`config.mk`:
```
export PLATFORM = sky130hd
export DESIGN_NAME = led_bank_blink
export DESIGN_NICKNAME = d
export VERILOG_FILES = /design/src/rtl/led_bank_pkg.sv /design/src/rtl/led_blink_timer.sv /design/src/rtl/led_bank_blink.sv
export SDC_FILE = /design/constraint.sdc
export NUM_CORES = 1
export LEC_CHECK = 0
export ABC_AREA = 1
export CORE_MARGIN = 2
export CORE_UTILIZATION = 40
export CTS_CLUSTER_DIAMETER = 120
export CTS_CLUSTER_SIZE = 10
export DETAILED_ROUTE_END_ITERATION = 8
export SLEW_MARGIN = 20
export SYNTH_ARGS = -nofsm -noshare
export SYNTH_HDL_FRONTEND = slang
export SYNTH_SLANG_ARGS = --single-unit
```
`constraint.sdc`:
```
create_clock -name clock -period 4.3 [get_ports clock]
set_input_delay 0.43 -clock clock [delete_from_list [all_inputs] [get_ports clock]]
set_output_delay 0.43 -clock clock [all_outputs]
set_load 0.05 [all_outputs]
```
`src/rtl/led_bank_pkg.sv`:
```
// led_bank_pkg: opcode constants, controller state encoding and a small
// decode helper shared by led_bank_blink and its testbench-facing top.
package led_bank_pkg;

  localparam int OpBits = 4;

  localparam logic [OpBits-1:0] NOP = 4'd0;
  localparam logic [OpBits-1:0] LDI = 4'd1;
  localparam logic [OpBits-1:0] SET = 4'd2;
  localparam logic [OpBits-1:0] CLR = 4'd3;
  localparam logic [OpBits-1:0] TGL = 4'd4;
  localparam logic [OpBits-1:0] BLK = 4'd5;
  localparam logic [OpBits-1:0] PER = 4'd6;

  typedef enum logic [1:0] {
    ST_RESET = 2'd0,
    ST_READY = 2'd1,
    ST_ERROR = 2'd2
  } state_e;

  // Opcodes whose immediate is a single-LED index and must be range checked.
  function automatic logic is_index_op(input logic [OpBits-1:0] op);
    return (op == SET) || (op == CLR) || (op == TGL);
  endfunction

endpackage

```
`src/rtl/led_blink_timer.sv`:
```
// led_blink_timer: blink phase generator for led_bank_blink.
// Owns the reload down-counter and the lit/dark phase flag. Optional
// prescaler selected by LED_BANK_BLINK_PRESCALE_EN; without it the timer
// advances every cycle.
module led_blink_timer #(
  parameter int Width = 8
`ifdef LED_BANK_BLINK_PRESCALE_EN
  ,
  parameter int PrescaleBits = 16
`endif
) (
  input  logic             clock,
  input  logic             reset,
  input  logic             enable,
  input  logic             load,
  input  logic [Width-1:0] period,
  output logic             phase
);

  logic [Width-1:0] count_q;
  logic [Width-1:0] count_d;
  logic             phase_q;
  logic             phase_d;
  logic             tick;

`ifdef LED_BANK_BLINK_PRESCALE_EN
  logic [PrescaleBits-1:0] pre_q;

  // Free-running prescaler; the tick marks the edge on which it wraps to 0.
  always_ff @(posedge clock) begin
    if (reset) begin
      pre_q <= '0;
    end else begin
      pre_q <= pre_q + PrescaleBits'(1);
    end
  end

  assign tick = (pre_q == '1);
`else
  assign tick = 1'b1;
`endif

  // Next count/phase: a load restarts the lit half and beats the tick.
  always_comb begin
    count_d = count_q;
    phase_d = phase_q;
    if (load) begin
      count_d = period - Width'(1);
      phase_d = 1'b1;
    end else if (enable && tick) begin
      if (period == '0) begin
        count_d = '0;
        phase_d = 1'b1;
      end else if (count_q == '0) begin
        count_d = period - Width'(1);
        phase_d = ~phase_q;
      end else begin
        count_d = count_q - Width'(1);
      end
    end
  end

  // Counter and phase registers; reset starts in the lit half.
  always_ff @(posedge clock) begin
    if (reset) begin
      count_q <= '0;
      phase_q <= 1'b1;
    end else begin
      count_q <= count_d;
      phase_q <= phase_d;
    end
  end

  assign phase = phase_q;

endmodule

```
`src/rtl/led_bank_blink.sv`:
```
// led_bank_blink: instruction-driven LED bank with indexed bit ops and a
// per-LED blink mask. Optional blink prescaler: LED_BANK_BLINK_PRESCALE_EN.
//
//   state    | meaning
//   ---------+--------------------------------------------------------
//   ST_RESET | first cycle after reset; instructions ignored
//   ST_READY | normal operation; instructions accepted, blink running
//   ST_ERROR | bad opcode or index seen; LEDs dark until reset
module led_bank_blink
  import led_bank_pkg::*;
#(
  parameter int Width   = 8,
  parameter int IdxBits = $clog2(Width)
`ifdef LED_BANK_BLINK_PRESCALE_EN
  ,
  parameter int PrescaleBits = 16
`endif
) (
  input  logic               clock,
  input  logic               reset,
  input  logic [Width+3:0]   inst,
  input  logic               inst_en,
  output logic [Width-1:0]   leds
);

  state_e           state_q;
  state_e           state_d;
  logic [Width-1:0] leds_q;
  logic [Width-1:0] leds_d;
  logic [Width-1:0] blink_q;
  logic [Width-1:0] blink_d;
  logic [Width-1:0] period_q;
  logic [Width-1:0] period_d;

  logic [OpBits-1:0]  opcode;
  logic [Width-1:0]   imm;
  logic [IdxBits-1:0] idx;
  logic               idx_ok;
  logic               load;
  logic [Width-1:0]   timer_period;
  logic               phase;

  assign opcode = inst[Width+3:Width];
  assign imm    = inst[Width-1:0];
  assign idx    = imm[IdxBits-1:0];
  // Whole immediate compared, so stray upper bits are caught as well.
  assign idx_ok = (64'(imm) < 64'(Width));

  // Instruction decode and next-state selection.
  always_comb begin
    state_d  = state_q;
    leds_d   = leds_q;
    blink_d  = blink_q;
    period_d = period_q;
    load     = 1'b0;
    case (state_q)
      ST_RESET: state_d = ST_READY;
      ST_READY: begin
        if (inst_en) begin
          if (is_index_op(opcode) && !idx_ok) begin
            state_d = ST_ERROR;
          end else begin
            case (opcode)
              NOP: ;
              LDI: leds_d = imm;
              SET: leds_d[idx] = 1'b1;
              CLR: leds_d[idx] = 1'b0;
              TGL: leds_d[idx] = ~leds_q[idx];
              BLK: blink_d = imm;
              PER: begin
                period_d = imm;
                load     = 1'b1;
              end
              default: state_d = ST_ERROR;
            endcase
          end
        end
      end
      ST_ERROR: ;
      default: state_d = ST_ERROR;
    endcase
  end

  // Controller state and configuration registers.
  always_ff @(posedge clock) begin
    if (reset) begin
      state_q  <= ST_RESET;
      leds_q   <= '0;
      blink_q  <= '0;
      period_q <= '0;
    end else begin
      state_q  <= state_d;
      leds_q   <= leds_d;
      blink_q  <= blink_d;
      period_q <= period_d;
    end
  end

  // A PER hands the new period straight to the timer so its reload uses it.
  assign timer_period = load ? imm : period_q;

  led_blink_timer #(
    .Width        (Width)
`ifdef LED_BANK_BLINK_PRESCALE_EN
    ,
    .PrescaleBits (PrescaleBits)
`endif
  ) u_timer (
    .clock  (clock),
    .reset  (reset),
    .enable (state_q == ST_READY),
    .load   (load),
    .period (timer_period),
    .phase  (phase)
  );

  assign leds = (state_q == ST_READY) ? (leds_q & ~(blink_q & {Width{~phase}})) : '0;

endmodule
```
==> results of run 1 <==
-- flip-flops by register name, indices dropped and copies added, names as in the netlist --
signal           flops
period_q             8
u_timer.count_q      8
state_q              2
blink_q              8
leds_q               8
u_timer.phase        1
-- where the power goes --
group	internal (mW)	total (mW)	switching, mW
clock network	0.111	0.238	0.127
logic	0.0601	0.186	0.126
registers	0.336	0.344	0.00880
-- metal layers --
metal | up-vias | part of all wire | global-route usage
met4 | 0 | 0.012 | 0.0600
li1 | 1265 | - | -
met3 | 9 | 0.024 | 0.0308
met2 | 31 | 0.47 | 0.356
met1 | 1128 | 0.49 | 0.264
met5 | - | 0 | 0
-- kinds of logic (layout without fill, tap and decap cells) --
group	count (synthesis)	after routing	synth area share
AND/OR/NAND/NOR	198	198	0.408
AO/OA/AOI/OAI	66	66	0.175
adder cells (fa/ha/maj)	3	3	0.0154
XOR/XNOR	3	3	0.0108
buffers and inverters	59	77	0.102
flip-flops	35	35	0.288
-- layout make-up --
type | instances | area [um^2]
fillers | 642 | 3130
clock inverters | 3 | 15.0
clock buffers | 5 | 68.8
inverters | 47 | 176
multi-input cells | 270 | 1480
flip-flops and latches | 35 | 701
well taps | 75 | 93.8
repair buffers | 22 | 220
-- per-stage QoR --
step	instances	cell area, um^2	hold slack (ns)	power, mW	utilization
2_1_floorplan	364	2430	0.457	0.486	-
3_3_place_gp	449	2670	0.486	0.536	0.454
3_5_place_dp	449	2670	0.487	0.536	0.454
4_1_cts	457	2760	0.498	0.772	0.468
5_1_grt	457	2760	0.528	0.808	0.468
6_report	457	2760	0.510	0.768	0.468
-- worst register-to-register path: stages, from the launching register on --
cell and delay, ns:
dfxtp_1 0.33, inv_1 0.06, nor2_4 0.43, inv_2 0.30
nor3_1 0.27, nand3_2 0.25, nand2_1 0.27, o211ai_1 0.16
nand3_1 0.11, a21oi_1 0.06
-- path summary, 6_finish.rpt --
path	startpoint	to	depth (start not counted)
worst min register to register	u_timer.count_q[0]	u_timer.count_q[0]	2
worst max-delay path	state_q[0]	leds[4]	5
worst max register to register	state_q[0]	u_timer.count_q[4]	9
worst min-delay path	u_timer.count_q[0]	u_timer.count_q[0]	2
-- cell usage in the layout (no fill, tap or decap), types with 4 or more instances in the layout --
cell type / Yosys / layout
nand3_1: 39 / 39
nor2_1: 38 / 38
o21ai_0: 17 / 17
inv_1: 34 / 34
a21oi_1: 16 / 16
clkdlybuf4s50_1: 0 / 22
nor2_4: 4 / 4
dfxtp_1: 35 / 35
inv_2: 11 / 11
a211oi_1: 16 / 16
nand2_2: 10 / 10
nand4_1: 15 / 15
nor3_1: 14 / 14
nand2_1: 62 / 62
o311ai_0: 4 / 4
clkbuf_8: 0 / 5
==> impl_metrics.yaml, run 1 <==
outcome:
  status: "complete, no violations"
timing:
  period_needed_ns: 2.99
  fin_worst_skew_ns: 0.0133
  tns_ns: 0
  min_period_over_period: 0.696
  fin_ws_ns: 1.31
  maxSlewViolCount: 0
  setup_viol: 0
  hold_viol: 0
  max_slew_margin: 0.329
  fmax_mhz: 334
  timing_worst_slew_pin_value_ns: 1.00
  rsz0062_at_grt: "no"
finish:
  nNetsFinal: 399
  area_growth_pct: 13.4
  drive_above_1_share: 0.134
  num_antenna_cells: 0
floorplan:
  fp.coreArea_mm2: 0.00589
  row_count: 28
  die_x_um: 82.0
  die_area_mm2: 0.00672
  start_util: 0.413
  die_height_um: 82.0
  pin_count: 23
logic_synthesis:
  avgSynthCellArea_um2: 6.68
  netlist-cell-type-count: 37
  synth.area.top_cells: "dfxtp_1 29%, nand2_1 9.6%, nand3_1 8.0%"
  synth_nets: 382
  synth_area_mm2: 0.00243
  ys_seq_area_frac: 0.288
  synth-main-ff-cell: "dfxtp_1"
  yosys_warnings: 0
  yosysTopAreaCell: "dfxtp_1"
  yosysMostFrequentCell: "nand2_1"
  async_flop_share: 0
  synth_cells: 364
  synth_seq_cells: 35
  synth-edff-count: 0
  synth_top_cell_area_share: 0.288
  synthTopCellsByCount: "62 x nand2_1, 39 x nand3_1, 38 x nor2_1"
clock_tree:
  cts_made_buffers: 5
  cts_resized: 0
  clkLatencyLatePin_ns: 0.29
  clk_pin_slew_ns: 0.08
  cts_max_level: 2
  cts_root_buffer: "clkbuf_8"
  postCtsSetupBuffers: 0
  cts_tree: "yes"
  clk_path_buf_depth: 2
  clkSinkCount: 35
  holdBufCountCts: 0
route:
  viasPerCell: 5.32
  drtIter0Drc: 121
  ant_nets: 0
  wire_per_inst_um: 14.1
  vias: 2433
  dr.pass1.iters: 4
  drc: 0
  totalWireLength_mm: 6.44
worst_setup_path:
  worstPathArrival_ns: 2.56
  crit_chain: "inv_1 -> nor2_4 -> inv_2 -> a211oi_1 -> clkdlybuf4s50_1"
  crit_path_start_kind: "flop"
  required_ns: 3.87
  endpoint_kind: "output port"
  cp_slowest_cell: "clkdlybuf4s50_1"
  critPathMaxFanout: 21
  crit_type: "flop to output port"
  cpLargestDelayFamily: "buffers and inverters"
  max_stage_delay_ns: 0.86
  ff2ff_setup_slack_ns: 1.92
  crit_buf_inv: 3
global_route:
  antenna_found_initial: 0
  grt_pass1_vias: 2226
  grt_start_max_net_pins: 24
  grt_pass1_wl_mm: 10.7
  gr-total-overflow: 0
  grt.total_usage: 0.206
worst_hold_path:
  hp-class: "flop to flop"
pwr:
  power_density_mw_per_mm2: 279
  leakagePower_nw: 1.17
  vdd_ir_drop_max_v: 0.000214
placement:
  numPortBuffers: 22
  dp_hpwl_mm: 4.59
  pre_cts_ws_ns: 1.50
  place_congestion: 0.831
run:
  cap_violations: 0
Note: power is estimated with default switching activity, not from simulation.
==> run 2: changes to the inputs <==
Clock period 4.3 ns to 3.1 ns, I/O delays scaled along.
==> impl_metrics.yaml, run 2 (synthesis results as in run 1) <==
outcome:
  status: "complete, no violations"
timing:
  max_slew_margin: 0.556
  hold_ws_ns: 0.496
  period_needed_ns: 2.48
  fin_worst_skew_ns: 0.00665
  fmax_mhz: 403
  min_period_over_period: 0.801
  rsz0062_at_grt: "no"
  hold_viol: 0
  setup_viol: 0
  tns_ns: 0
  maxSlewViolCount: 0
  timing_worst_slew_pin_value_ns: 0.664
placement:
  dpl_cell_area_mm2: 0.00271
  place_congestion: 0.860
  dp_hpwl_mm: 4.71
  dp.cells: 454
  numPortBuffers: 22
worst_setup_path:
  crit_buf_inv: 2
  ff2ff_setup_slack_ns: 0.91
  max_stage_delay_ns: 0.86
  critPathMaxFanout: 9
  cp_slowest_cell: "clkdlybuf4s50_1"
  crit_type: "flop to output port"
  r2r_cells: 15
  cpLargestDelayFamily: "buffers and inverters"
  required_ns: 2.79
  worstPathArrival_ns: 2.17
  crit_chain: "clkinv_1 -> a211oi_1 -> clkdlybuf4s50_1"
  crit_cells: 3
  crit_path_start_kind: "flop"
  endpoint_kind: "output port"
global_route:
  grt_pass1_wl_mm: 10.8
  gr-total-overflow: 0
  antenna_found_initial: 0
  grt_start_max_net_pins: 23
  grt_pass1_vias: 2222
  grt.total_usage: 0.214
worst_hold_path:
  hp-class: "flop to flop"
  holdPathStages: 2
pwr:
  leakagePower_nw: 1.19
  power_density_mw_per_mm2: 384
  total_power_mw: 1.07
  vdd_ir_drop_max_v: 0.000249
route:
  drc: 0
  viasPerCell: 5.35
  dr.pass1.iters: 4
  totalWireLength_mm: 6.57
  drtIter0Drc: 147
  wire_per_inst_um: 14.2
  vias: 2470
  ant_nets: 0
finish:
  num_antenna_cells: 0
  instances_no_fill: 462
  area_growth_pct: 14.8
  mostFrequentLayoutCells: "62 x nand2_1, 39 x nand3_1, 38 x nor2_1"
  final_area_mm2: 0.00279
  drive_above_1_share: 0.140
  nNetsFinal: 404
  final_common_cell: "nand2_1"
floorplan:
  die_area_mm2: 0.00672
  start_util: 0.413
  pin_count: 23
  die_height_um: 82.0
  row_count: 28
  die_x_um: 82.0
  fp.coreArea_mm2: 0.00589
clock_tree:
  postCtsSetupBuffers: 0
  clkSinkCount: 35
  cts_max_level: 2
  cts_resized: 0
  clkLatencyLatePin_ns: 0.29
  cts_tree: "yes"
  holdBufCountCts: 0
  clk_pin_slew_ns: 0.07
  cts_made_buffers: 5
  clk_path_buf_depth: 2
  cts_root_buffer: "clkbuf_8"
run:
  cap_violations: 0
-- run 2: cell types whose count changed in the layout (fill, tap and decap cells not counted) --
cell / change
buf_4: +5
clkbuf_1: +2
clkinv_2: -2
-- run 2: path summary, 6_finish.rpt --
check,from,to
worst max-delay path,u_timer.phase,leds[4]
worst min-delay path,u_timer.count_q[0],u_timer.count_q[0]
worst max register to register,state_q[0],u_timer.count_q[6]
worst min register to register,u_timer.count_q[0],u_timer.count_q[0]
-- run 2: power breakdown --
part | switching (mW) | internal (mW) | total, mW
Clock | 0.172 | 0.158 | 0.330
Sequential | 0.0119 | 0.465 | 0.477
Combinational | 0.176 | 0.0880 | 0.264
Total | 0.360 | 0.711 | 1.07
-- run 2: layout make-up --
class | instances | area [um^2]
clock inverters | 1 | 5.00
fillers | 639 | 3090
clock buffers | 7 | 76.3
inverters | 47 | 176
flip-flops and latches | 35 | 701
well taps | 75 | 93.8
repair buffers | 27 | 258
multi-input cells | 270 | 1480
-- run 2: routing by layer --
| layer | part of all wire | vias up | global-route usage |
|---|---|---|---|
| li1 | - | 1277 | - |
| met1 | 0.47 | 1129 | 0.276 |
| met2 | 0.47 | 56 | 0.359 |
| met3 | 0.041 | 8 | 0.0462 |
| met4 | 0.012 | 0 | 0.0583 |
| met5 | 0 | - | 0 |
-- run 2: through the flow --
step                      utilization  setup slack, ns
after global routing            0.474            0.514
after floorplan                     -            0.845
after global placement          0.460            0.565
after CTS                       0.474            0.608
final                           0.474            0.617
after detailed placement        0.460            0.493
-- run 2: worst register-to-register path, delay by kind of cell, from the launching register on --
family | cells | cell delay (ns)
DFF | 1 | 0.33
AOI/OAI and AO/OA | 3 | 0.23
and+or+nand+nor | 8 | 0.92
adders and majority gates | 1 | 0.20
buffers and inverters | 3 | 0.41
